File: src/rtl/uart_loader_ctrl.sv
// UART command sequencer for the instruction-memory debug port: 5-byte write frames, 1-byte read requests.
// Define UART_LOADER_TIMEOUT_EN to abandon write frames whose data bytes stall for TIMEOUT_CYCLES.
module uart_loader_ctrl #(
  parameter int ADDR_W         = 7,
  parameter int DATA_W         = 32,
  parameter int TIMEOUT_CYCLES = 262144
) (
  input  logic              clk,
  input  logic              reset,
  input  logic [7:0]        rx_data,
  input  logic              rx_valid,
  output logic [7:0]        tx_data,
  output logic              tx_valid,
  input  logic              tx_ready,
  output logic [ADDR_W-1:0] mem_addr,
  output logic [DATA_W-1:0] mem_wdata,
  output logic              mem_we,
  input  logic [DATA_W-1:0] mem_rdata,
  output logic              busy,
  output logic              overrun
);

  typedef enum logic [2:0] {IDLE, WDATA, WRITE, RADDR, RWAIT, RSEND} state_t;

  state_t            state_reg, state_next;
  logic [ADDR_W-1:0] addr_reg;
  logic [DATA_W-1:0] wdata_reg;
  logic [DATA_W-1:0] word_reg;
  logic [1:0]        cnt_reg;
  logic              overrun_reg;
  logic              timeout_hit;
  logic              tx_fire;

  assign tx_fire = (state_reg == RSEND) && tx_ready;

`ifdef UART_LOADER_TIMEOUT_EN
  localparam int TMR_W = $clog2(TIMEOUT_CYCLES + 1);
  logic [TMR_W-1:0] timer_reg;

  // Counts idle cycles between data bytes; any accepted byte restarts the window.
  always_ff @(posedge clk) begin
    if (reset || state_reg != WDATA || rx_valid)
      timer_reg <= '0;
    else
      timer_reg <= timer_reg + 1'b1;
  end

  assign timeout_hit = (state_reg == WDATA) && !rx_valid &&
                       (timer_reg == TMR_W'(TIMEOUT_CYCLES));
`else
  assign timeout_hit = 1'b0;
`endif

  always_ff @(posedge clk) begin
    if (reset)
      state_reg <= IDLE;
    else
      state_reg <= state_next;
  end

  always_comb begin
    state_next = state_reg;
    case (state_reg)
      IDLE:  if (rx_valid) state_next = rx_data[7] ? WDATA : RADDR;
      WDATA: begin
        if (timeout_hit)
          state_next = IDLE;
        else if (rx_valid && cnt_reg == 2'd3)
          state_next = WRITE;
      end
      WRITE: state_next = IDLE;
      RADDR: state_next = RWAIT;
      RWAIT: state_next = RSEND;
      RSEND: if (tx_fire && cnt_reg == 2'd3) state_next = IDLE;
      default: state_next = IDLE;
    endcase
  end

  always_ff @(posedge clk) begin
    if (reset) begin
      addr_reg    <= '0;
      wdata_reg   <= '0;
      word_reg    <= '0;
      cnt_reg     <= '0;
      overrun_reg <= 1'b0;
    end else begin
      case (state_reg)
        IDLE: begin
          if (rx_valid) begin
            addr_reg <= rx_data[ADDR_W-1:0];
            cnt_reg  <= '0;
          end
        end
        WDATA: begin
          if (timeout_hit) begin
            cnt_reg <= '0;
          end else if (rx_valid) begin
            wdata_reg[8*cnt_reg +: 8] <= rx_data;
            cnt_reg                   <= cnt_reg + 2'd1;
          end
        end
        RWAIT: begin
          word_reg <= mem_rdata;
          cnt_reg  <= '0;
        end
        RSEND: if (tx_fire) cnt_reg <= cnt_reg + 2'd1;
        default: ;
      endcase
      // Only IDLE and WDATA consume bytes; anything else arriving is lost.
      if (rx_valid && state_reg != IDLE && state_reg != WDATA)
        overrun_reg <= 1'b1;
    end
  end

  always_comb begin
    tx_data  = 8'h00;
    tx_valid = 1'b0;
    mem_we   = 1'b0;
    busy     = (state_reg != IDLE);
    case (state_reg)
      WRITE: mem_we = 1'b1;
      RSEND: begin
        tx_valid = 1'b1;
        tx_data  = word_reg[8*cnt_reg +: 8];
      end
      default: ;
    endcase
  end

  assign mem_addr  = addr_reg;
  assign mem_wdata = wdata_reg;
  assign overrun   = overrun_reg;

endmodule

File: config.mk
export PLATFORM = sky130hd
export DESIGN_NAME = uart_loader_ctrl
export DESIGN_NICKNAME = d
export VERILOG_FILES = /design/src/rtl/uart_loader_ctrl.sv
export SDC_FILE = /design/constraint.sdc
export NUM_CORES = 1
export LEC_CHECK = 0
export CAP_MARGIN = 20
export CORE_ASPECT_RATIO = 0.6
export CORE_MARGIN = 3
export CORE_UTILIZATION = 43
export DETAILED_ROUTE_END_ITERATION = 7
export GPL_TIMING_DRIVEN = 0
export PLACE_DENSITY = 0.76
export SYNTH_ARGS = -nofsm -noshare
export SYNTH_HDL_FRONTEND = slang
export SYNTH_SLANG_ARGS = --single-unit
File: constraint.sdc
create_clock -name clk -period 1.9 [get_ports clk]
set_clock_uncertainty 0.2 [all_clocks]
set_input_delay 0.57 -clock clk [delete_from_list [all_inputs] [get_ports clk]]
set_output_delay 0.57 -clock clk [all_outputs]
set_load 0.01 [all_outputs]
==> results of run 1 <==
cells in the mapped netlist, types with 2 or more instances:
cell and n:
nor2b_1 9, nand2_1 98, buf_6 2, nand2b_1 33
and3b_1 2, and3_1 9, nor2_1 9, a21oi_1 37
buf_1 2, o21ai_0 3, nand4_1 2, nand2_2 4
inv_1 4, ha_1 6, clkbuf_1 8, nor3b_2 4
mux4_2 8, buf_2 14, mux2i_1 39, nand3b_1 2
dfxtp_1 77
routing by layer:
layer  vias to the layer above  wire [um]  share of wire  GRT usage
met3                        13        893          0.082     0.0645
met4                         0        114          0.010     0.0484
met1                      1571       5130           0.47      0.335
met2                       144       4820           0.44      0.345
met5                         -          0              0          0
li1                       1549          -              -          -
power groups by stage:
stage          combinational [mW]  sequential, mW  clock [mW]
2_1_floorplan               0.179            1.71           0
3_3_place_gp                0.368            1.70           0
3_5_place_dp                0.374            1.70           0
4_1_cts                     0.447            1.66        1.55
5_1_grt                     0.520            1.67        1.61
6_report                    0.490            1.66        1.55
cell type report:
| class | count | area share |
|---|---|---|
| Clock buffer | 13 | 0.0472 |
| Buffer | 25 | 0.0359 |
| Sequential cell | 77 | 0.294 |
| Clock inverter | 2 | 0.00189 |
| Multi-Input combinational cell | 278 | 0.369 |
| Inverter | 4 | 0.00402 |
| Tap cell | 104 | 0.0246 |
| Timing Repair Buffer | 125 | 0.223 |
through the flow:
step / hold WS (ns) / cells / area [sq um] / worst slack, ns / utilization
floorplan: 0.233 / 386 / 3540 / -0.152 / -
global placement: 0.238 / 583 / 4600 / -0.828 / 0.608
detailed placement: 0.244 / 583 / 4600 / -0.811 / 0.608
CTS: 0.251 / 623 / 5180 / -0.554 / 0.685
global route: 0.277 / 628 / 5300 / -0.584 / 0.700
finish: 0.249 / 628 / 5300 / -0.550 / 0.700
how the worst min path moves through the flow:
stage                                         start                   endpoint  slack, ns
final                     word_reg[26]$_SDFFE_PP0N_  word_reg[26]$_SDFFE_PP0N_       0.25
after global routing      word_reg[12]$_SDFFE_PP0N_  word_reg[12]$_SDFFE_PP0N_       0.28
after CTS                 word_reg[28]$_SDFFE_PP0N_  word_reg[28]$_SDFFE_PP0N_       0.25
after detailed placement  word_reg[28]$_SDFFE_PP0N_  word_reg[28]$_SDFFE_PP0N_       0.24
after global placement         overrun$_SDFFE_PP0P_       overrun$_SDFFE_PP0P_       0.24
after floorplan           word_reg[15]$_SDFFE_PP0N_  word_reg[15]$_SDFFE_PP0N_       0.23
placed cells by master (no fill, tap or decap), types with 12 or more instances in the layout:
| cell type | instances |
|---|---|
| dlygate4sd2_1 | 41 |
| buf_4 | 23 |
| nand2_2 | 12 |
| mux2i_1 | 39 |
| nand2_1 | 88 |
| clkdlybuf4s50_1 | 41 |
| nand2b_1 | 33 |
| a21oi_1 | 37 |
| buf_6 | 25 |
| dfxtp_1 | 72 |
tightest hold or removal path: stages (launching register included):
cell and delay (ns):
dfxtp_1 0.30, nand2_1 0.05, a21oi_1 0.05
logic make-up (layout without fill, tap and decap cells):
family | after synthesis | after routing
flip-flops | 77 | 77
adder cells (fa/ha/maj) | 6 | 6
multiplexers | 47 | 47
buffers and inverters | 31 | 169
AND/OR/NAND/NOR | 181 | 181
AO/OA/AOI/OAI | 44 | 44
what timing repair did:
action / in CTS / in global routing
pin swaps: 13 / 15
buffers inserted: 25 / 6
endpoints found under the setup margin: 84 / 56
gates resized for setup: 141 / 28
cloned: 1 / 0
==> summary.txt, run 1 <==
Crit path from - cnt_reg[0]$_SDFFE_PP0P_
# nets final - 570
Initial antenna violation count - 0
Multiplexer share of the synthesized area - 0.164
H-Tree Level Count - 3
Logic pwr share - 0.132
R2R cell count - 11
Syn nets - 436
Mapped Cells - 386
WP data arrival - 1.68 ns
Unique masters post-synth - 35
Core area - 7570 sq um
Main synth FF type - dfxtp_1
Total track usage - 0.231
Die X - 122 um
Layout area overhead - 51.8%
CP bufs+invs - 3
Max Buffers Root-to-Sink - 2
Power Internal - 2.82 mW
Switching Share - 0.238
Clk Latency, worst-skew pair - 0.33 ns
Main combinational cell family by area after synthesis - simple AND/OR/NAND/NOR gates
Total CTS buffers - 9
Mapped Area - 3490 sq um
Die Ht - 75.8 um
Failing checks - setup timing
Peak VDD IR - 0.475 mV
Dpl hpwl - 7070 um
Root buf cell - clkbuf_16
CTS clk-pin slew, worst paths - 0.06 ns
CTS tree - yes
Slowest cell on the critical path - mux4_2
Yosys top cell by area - dfxtp_1
Pwr Density - 699 nW/um^2
Synth Area in Compound Gates - 0.0667
RSZ-0062 raised after global routing - yes
Yosys warning total - 0
Via density - 5.22
Max_slew headroom - 0.611
Net Switching - 0.880 mW
Worst Slack Setup Final - -0.550 ns
Worst-margin pin slew - 0.583 ns
Crit. End Element - output port
Delay-heaviest family, CP - multiplexers
Worst endpoint required time - 1.13 ns
First-pass GRT wire length - 16100 um
Number of enable flip-flop cells after synthesis - 0
Synth Area in XOR/XNOR - 0
Die area - 9260 sq um
Post-Synth Adder-Cell Area - 0.0215
Flops & latches, synth - 77
GRT overflow - 0
Fin crit share - 1.29
Seq/Total Area, Yosys - 0.442
Vias - 3277
Synth top area share - 0.442
Syn_area_per_cell - 9.04 sq um
DRT Pass-1 Iters - 5
Startpoint Class - register
Hold-fix buffers, CTS - 0
PortBufs - 93
CP endpoint - tx_data[5]
Starting Density - 0.461
Reg-to-Reg End - mem_wdata[6]$_SDFFE_PP0P_
Cells on Worst Hold Path - 2
R2R Setup Slk - -0.25 ns
Layout fillers - 577
Initial DRC Count - 260
Synth Area in Simple Gates - 0.263
Slew Limit Fails - 0
Reg area - 1560 sq um
Wire per inst - 17.4 um
Setup TNS - -10.40 ns
Cell Rows - 24
Final Setup Violations - 43
Vias in the first global route - 3078
Cells along the critical path - buf_6, buf_8, mux4_2, and3_4, buf_6
Io pins - 95
Multi-input gate area - 1950 sq um
Clock Sinks - 77
Number of max-cap violations - 0
Min Tclk post-route - 2.45 ns
Leakage - 2.34 nW
Largest net degree at the start of global routing - 12
R2R Path Start - cnt_reg[0]$_SDFFE_PP0P_
Routed WL - 11000 um
Final Hold Viols - 0
N_diodes - 0
Main area contributors after synthesis - dfxtp_1, mux2i_1, nand2_1
Outcome - finished, violations left
Seq pwr share - 0.449
Total power - 3.70 mW
Routability cong. - 0.834
Layout cells sized above 1 - 0.244
Worst path depth - 5
Routed Antenna Nets - 0
Crit Path Max Fanout - 4
DRC violation count after routing - 0
Most frequent CP cell - buf_6
Fmax achieved - 0.408 GHz
Clock share of power - 0.418
Crit Path Category - register to output port
Worst hold path class - register to register
FFs w/ async S/R, synth - 0
Crit-path max cell delay - 0.49 ns
(Power assumes the default switching activity.)
==> run 2, diff against run 1 <==
CORE_UTILIZATION = 42   (was 43)
PLACE_DENSITY = 0.75   (was 0.76)
SKIP_CTS_REPAIR_TIMING = 1   (was not set)
==> summary.txt, run 2 (synthesis results as in run 1) <==
Outcome - finished, violations left (unchanged)
Failing checks - setup timing (unchanged)
CP bufs+invs - 3 (unchanged)
Vias in the first global route - 3011 (was 3078)
Clock Sinks - 77 (unchanged)
Most frequent CP cell - buf_6 (unchanged)
PortBufs - 93 (unchanged)
Total track usage - 0.208 (was 0.231)
Routed WL - 10000 um (was 11000 um)
Pwr Density - 747 nW/um^2 (was 699 nW/um^2)
Cell Rows - 25 (was 24)
Wire per inst - 16.2 um (was 17.4 um)
Via density - 5.03 (was 5.22)
Delay-heaviest family, CP - multiplexers (unchanged)
Max Buffers Root-to-Sink - 2 (unchanged)
Fin crit share - 1.29 (about the same)
Vias - 3104 (was 3277)
DRT Pass-1 Iters - 4 (was 5)
Most frequent cells in the layout - nand2_1, dfxtp_1, clkdlybuf4s50_1, dlymetal6s2s_1, mux2i_1 (was nand2_1, dfxtp_1, clkdlybuf4s50_1, dlygate4sd2_1, mux2i_1)
CTS tree - yes (unchanged)
WP data arrival - 1.68 ns (about the same)
Largest net degree at the start of global routing - 14 (was 12)
Met2 Use GR - 0.298 (was 0.345)
Die Ht - 76.6 um (was 75.8 um)
RSZ-0062 raised after global routing - yes (unchanged)
Multi-input gate area - 1880 sq um (was 1950 sq um)
Leading cell type in the layout, fill and taps excluded - nand2_1 (unchanged)
Global Route met3 Usage - 0.0549 (was 0.0645)
First-pass GRT wire length - 15100 um (was 16100 um)
Crit Path Max Fanout - 4 (unchanged)
Layout fillers - 655 (was 577)
Busiest layer in global routing - met1 (was met2)
Max_slew headroom - 0.625 (was 0.611)
Crit path from - cnt_reg[0]$_SDFFE_PP0P_ (unchanged)
Initial antenna violation count - 0 (unchanged)
Critical hold path startpoint - word_reg[29]$_SDFFE_PP0N_ (was word_reg[26]$_SDFFE_PP0N_)
Total CTS buffers - 9 (unchanged)
Leakage - 2.80 nW (was 2.34 nW)
Final Hold Viols - 0 (unchanged)
Setup TNS - -9.55 ns (was -10.40 ns)
Worst endpoint required time - 1.13 ns (about the same)
# nets final - 554 (was 570)
R2R Path Start - cnt_reg[0]$_SDFFE_PP0P_ (unchanged)
Starting Density - 0.437 (was 0.461)
Reg area - 1560 sq um (unchanged)
Slowest cell on the critical path - mux4_2 (unchanged)
Crit Path Category - register to output port (unchanged)
Min Tclk post-route - 2.45 ns (about the same)
Layout area overhead - 51.7% (was 51.8%)
Core area - 7980 sq um (was 7570 sq um)
Final Setup Violations - 43 (unchanged)
Slew Limit Fails - 0 (unchanged)
DRC violation count after routing - 0 (unchanged)
Routed Antenna Nets - 0 (unchanged)
Crit. End Element - output port (unchanged)
Io pins - 95 (unchanged)
H-Tree Level Count - 3 (unchanged)
Die area - 9470 sq um (was 9260 sq um)
GRT overflow - 0 (unchanged)
Worst Slack Setup Final - -0.551 ns (was -0.550 ns)
Peak VDD IR - 0.531 mV (was 0.475 mV)
Worst-margin pin slew - 0.563 ns (was 0.583 ns)
Startpoint Class - register (unchanged)
Clk Latency, worst-skew pair - 0.34 ns (was 0.33 ns)
Layout cells sized above 1 - 0.198 (was 0.244)
Initial DRC Count - 187 (was 260)
Dpl hpwl - 7100 um (was 7070 um)
CTS clk-pin slew, worst paths - 0.06 ns (about the same)
Number of max-cap violations - 0 (unchanged)
N_diodes - 0 (unchanged)
Routability cong. - 0.834 (about the same)
Cells along the critical path - buf_6, buf_4, mux4_2, and3_4, buf_6 (was buf_6, buf_8, mux4_2, and3_4, buf_6)
Met1 Use GR - 0.304 (was 0.335)
Root buf cell - clkbuf_16 (unchanged)
Core Util, Final - 0.663 (was 0.700)
Fmax achieved - 0.408 GHz (about the same)
Worst hold path class - register to register (unchanged)
Crit-path max cell delay - 0.48 ns (was 0.49 ns)
Fin Hold WS - 0.254 ns (was 0.249 ns)
Die X - 124 um (was 122 um)
-- run 2: cell count changes in the layout (fill, tap and decap cells not counted), sizes merged --
cell | before | now
clkbuf | 22 | 19
inv | 3 | 4
bufinv | 0 | 2
dlymetal6s2s | 0 | 41
dlygate4sd2 | 41 | 0
clkinv | 2 | 3
buf | 59 | 43
-- run 2: metrics by stage --
step                      cell area [sq um]  setup slack [ns]  std cells  total power, mW
after global placement                 4600            -0.829        587             2.07
final                                  5290            -0.551        617             3.95
after detailed placement               4600            -0.867        587             2.07
after CTS                              4930             -1.24        603             3.92
after floorplan                        3540            -0.152        386             1.89
after global routing                   5290            -0.599        617             4.08
-- run 2: final cells by class --
class,count,area share
buffer,26,0.0357
clock buffer,10,0.0452
clock inverter,6,0.0163
inverter,4,0.00284
multi-input combinational,278,0.355
sequential,77,0.294
tap,108,0.0255
timing repair buffer,108,0.225
-- run 2: worst paths after layout --
kind                                                   to  slack, ns  cells after the start
worst max-delay path                           tx_data[0]      -0.55                      5
worst max register to register  mem_wdata[7]$_SDFFE_PP0P_      -0.32                      8
worst min-delay path            word_reg[29]$_SDFFE_PP0N_       0.25                      2
worst min register to register  word_reg[29]$_SDFFE_PP0N_       0.25                      2
-- run 2: layer usage --
layer  part of all wire  vias up  wire length [um]
met4              0.010        0               101
met2               0.43      102              4310
met5                  0        -                 0
met1               0.46     1467              4590
met3               0.10        9              1000
li1                   -     1526                 -
-- run 2: report_power, final --
group	switching [mW]	internal, mW	total (mW)
clock network	0.677	1.18	1.86
logic	0.191	0.240	0.431
registers	0.0201	1.64	1.66
total	0.888	3.07	3.95
-- run 2: worst reg2reg max path, cell delays in order, from the launching register on --
cell and delay (ns):
dfxtp_4 0.34, buf_6 0.12, buf_12 0.12, buf_4 0.16, inv_1 0.17, ha_2 0.26
nor3b_2 0.48, nand2_1 0.13, mux2i_1 0.16
==> run 3, diff against run 2 <==
CTS_CLUSTER_DIAMETER = 80   (was not set)
PLACE_DENSITY = not set   (was 0.75)
PLACE_DENSITY_LB_ADDON = 0.05   (was not set)
==> summary.txt, run 3 (synthesis results as in run 1) <==
Outcome - finished, violations left (unchanged)
Failing checks - setup timing (unchanged)
Initial antenna violation count - 0 (unchanged)
Leakage - 2.81 nW (was 2.80 nW)
Worst endpoint required time - 1.13 ns (about the same)
Cell Rows - 25 (unchanged)
Peak VDD IR - 0.475 mV (was 0.531 mV)
Worst hold path class - register to register (unchanged)
Die Ht - 76.6 um (unchanged)
Leading cell type in the layout, fill and taps excluded - nand2_1 (unchanged)
Die X - 124 um (unchanged)
PortBufs - 93 (unchanged)
Worst Slack Setup Final - -0.567 ns (was -0.551 ns)
WP data arrival - 1.70 ns (was 1.68 ns)
Routed Antenna Nets - 0 (unchanged)
Routed WL - 10000 um (about the same)
Worst-margin pin slew - 0.567 ns (was 0.563 ns)
Dpl hpwl - 7050 um (was 7100 um)
CTS clk-pin slew, worst paths - 0.06 ns (about the same)
Final Setup Violations - 29 (was 43)
Starting Density - 0.437 (unchanged)
RSZ-0062 raised after global routing - yes (unchanged)
Root buf cell - clkbuf_16 (unchanged)
Vias in the first global route - 2882 (was 3011)
Via density - 5.06 (was 5.03)
Crit. End Element - output port (unchanged)
Multi-input gate area - 1870 sq um (was 1880 sq um)
Fin Hold WS - 0.241 ns (was 0.254 ns)
Min Tclk post-route - 2.47 ns (was 2.45 ns)
R2R Setup Slk - -0.24 ns (was -0.32 ns)
Seq pwr share - 0.438 (was 0.421)
N_diodes - 0 (unchanged)
Final Hold Viols - 0 (unchanged)
Layout cells sized above 1 - 0.202 (was 0.198)
DRT Pass-1 Iters - 4 (unchanged)
First-pass GRT wire length - 14800 um (was 15100 um)
Wire per inst - 16.1 um (was 16.2 um)
Largest net degree at the start of global routing - 14 (unchanged)
Clk Latency, worst-skew pair - 0.34 ns (about the same)
Crit-path max cell delay - 0.34 ns (was 0.48 ns)
Most frequent cells in the layout - nand2_1, dfxtp_1, clkdlybuf4s50_1, dlymetal6s2s_1, mux2i_1 (unchanged)
Total track usage - 0.204 (was 0.208)
# nets final - 559 (was 554)
Pwr Density - 714 nW/um^2 (was 747 nW/um^2)
Logic pwr share - 0.114 (was 0.109)
Max_slew headroom - 0.621 (was 0.625)
Routability cong. - 0.815 (was 0.834)
Crit Path Max Fanout - 7 (was 4)
CTS tree - yes (unchanged)
Switching Share - 0.237 (was 0.225)
H-Tree Level Count - 3 (unchanged)
Vias - 3146 (was 3104)
Clock share of power - 0.448 (was 0.470)
Fin crit share - 1.30 (was 1.29)
Startpoint Class - register (unchanged)
Cells along the critical path - buf_8, buf_12, buf_4, mux4_2, and3_4, clkbuf_2 (was buf_6, buf_4, mux4_2, and3_4, buf_6)
Total power - 3.79 mW (was 3.95 mW)
Number of max-cap violations - 0 (unchanged)
Crit Path Category - register to output port (unchanged)
Total CTS buffers - 9 (unchanged)
Net Switching - 0.898 mW (was 0.888 mW)
Power Internal - 2.90 mW (was 3.07 mW)
Post-route cell area - 5310 sq um (was 5290 sq um)
Dpl cell area - 4600 sq um (unchanged)
Clock Sinks - 77 (unchanged)
Fmax achieved - 0.405 GHz (was 0.408 GHz)
Io pins - 95 (unchanged)
GRT overflow - 0 (unchanged)
Layout area overhead - 52.3% (was 51.7%)
Initial DRC Count - 166 (was 187)
Layout fillers - 648 (was 655)
Slowest cell on the critical path - dfxtp_4 (was mux4_2)
DRC violation count after routing - 0 (unchanged)
Max Buffers Root-to-Sink - 2 (unchanged)
Die area - 9470 sq um (unchanged)
Slew Limit Fails - 0 (unchanged)
Core area - 7980 sq um (unchanged)
Reg area - 1560 sq um (about the same)
run 3: cell types whose count changed in the layout (fill, tap and decap cells not counted), sizes merged:
cell,previous run,this run
clkbuf,19,22
clkinvlp,1,2
buf,43,45
bufinv,2,1
run 3: critical path: cells and delay by family, from the launching register on:
family,cells,cell delay (ns)
muxes,1,0.29
DFF,1,0.34
and+or+nand+nor,1,0.19
buffers and inverters,4,0.52
run 3: power groups by stage:
stage / registers, mW / logic [mW] / clock network, mW
2_1_floorplan: 1.71 / 0.179 / 0
3_3_place_gp: 1.70 / 0.376 / 0
3_5_place_dp: 1.70 / 0.377 / 0
4_1_cts: 1.67 / 0.379 / 1.73
5_1_grt: 1.67 / 0.461 / 1.80
6_report: 1.66 / 0.431 / 1.70
run 3: area by class of cell:
cell class              count  share of cell area
well taps                 108              0.0254
plain buffers              26              0.0372
clock buffers              10              0.0431
clock inverters             6              0.0120
multi-input cells         278               0.352
flip-flops and latches     77               0.293
repair buffers            113               0.234
inverters                   4             0.00283
run 3: worst paths after layout:
check                     startpoint                          to  depth (start not counted)
min reg2reg     overrun$_SDFFE_PP0P_        overrun$_SDFFE_PP0P_                          2
max          cnt_reg[0]$_SDFFE_PP0P_                  tx_data[7]                          6
max reg2reg  cnt_reg[0]$_SDFFE_PP0P_  mem_wdata[19]$_SDFFE_PP0P_                          8
min             overrun$_SDFFE_PP0P_        overrun$_SDFFE_PP0P_                          2
run 3: per-stage QoR:
stage / setup TNS [ns] / utilization / std cells / worst slack [ns]
after CTS: -24.59 / 0.614 / 603 / -1.22
final: -8.44 / 0.666 / 622 / -0.567
after floorplan: -0.513 / - / 386 / -0.152
after global routing: -11.81 / 0.666 / 622 / -0.603
after global placement: -22.61 / 0.577 / 587 / -0.850
after detailed placement: -22.92 / 0.577 / 587 / -0.845
run 3: routing by layer:
metal  track usage  up-vias  routed length (um)
met5             0        -                   0
met4        0.0663        0                 132
met3        0.0645       13                 727
met2         0.270       95                4180
met1         0.308     1506                4960
li1              -     1532                   -
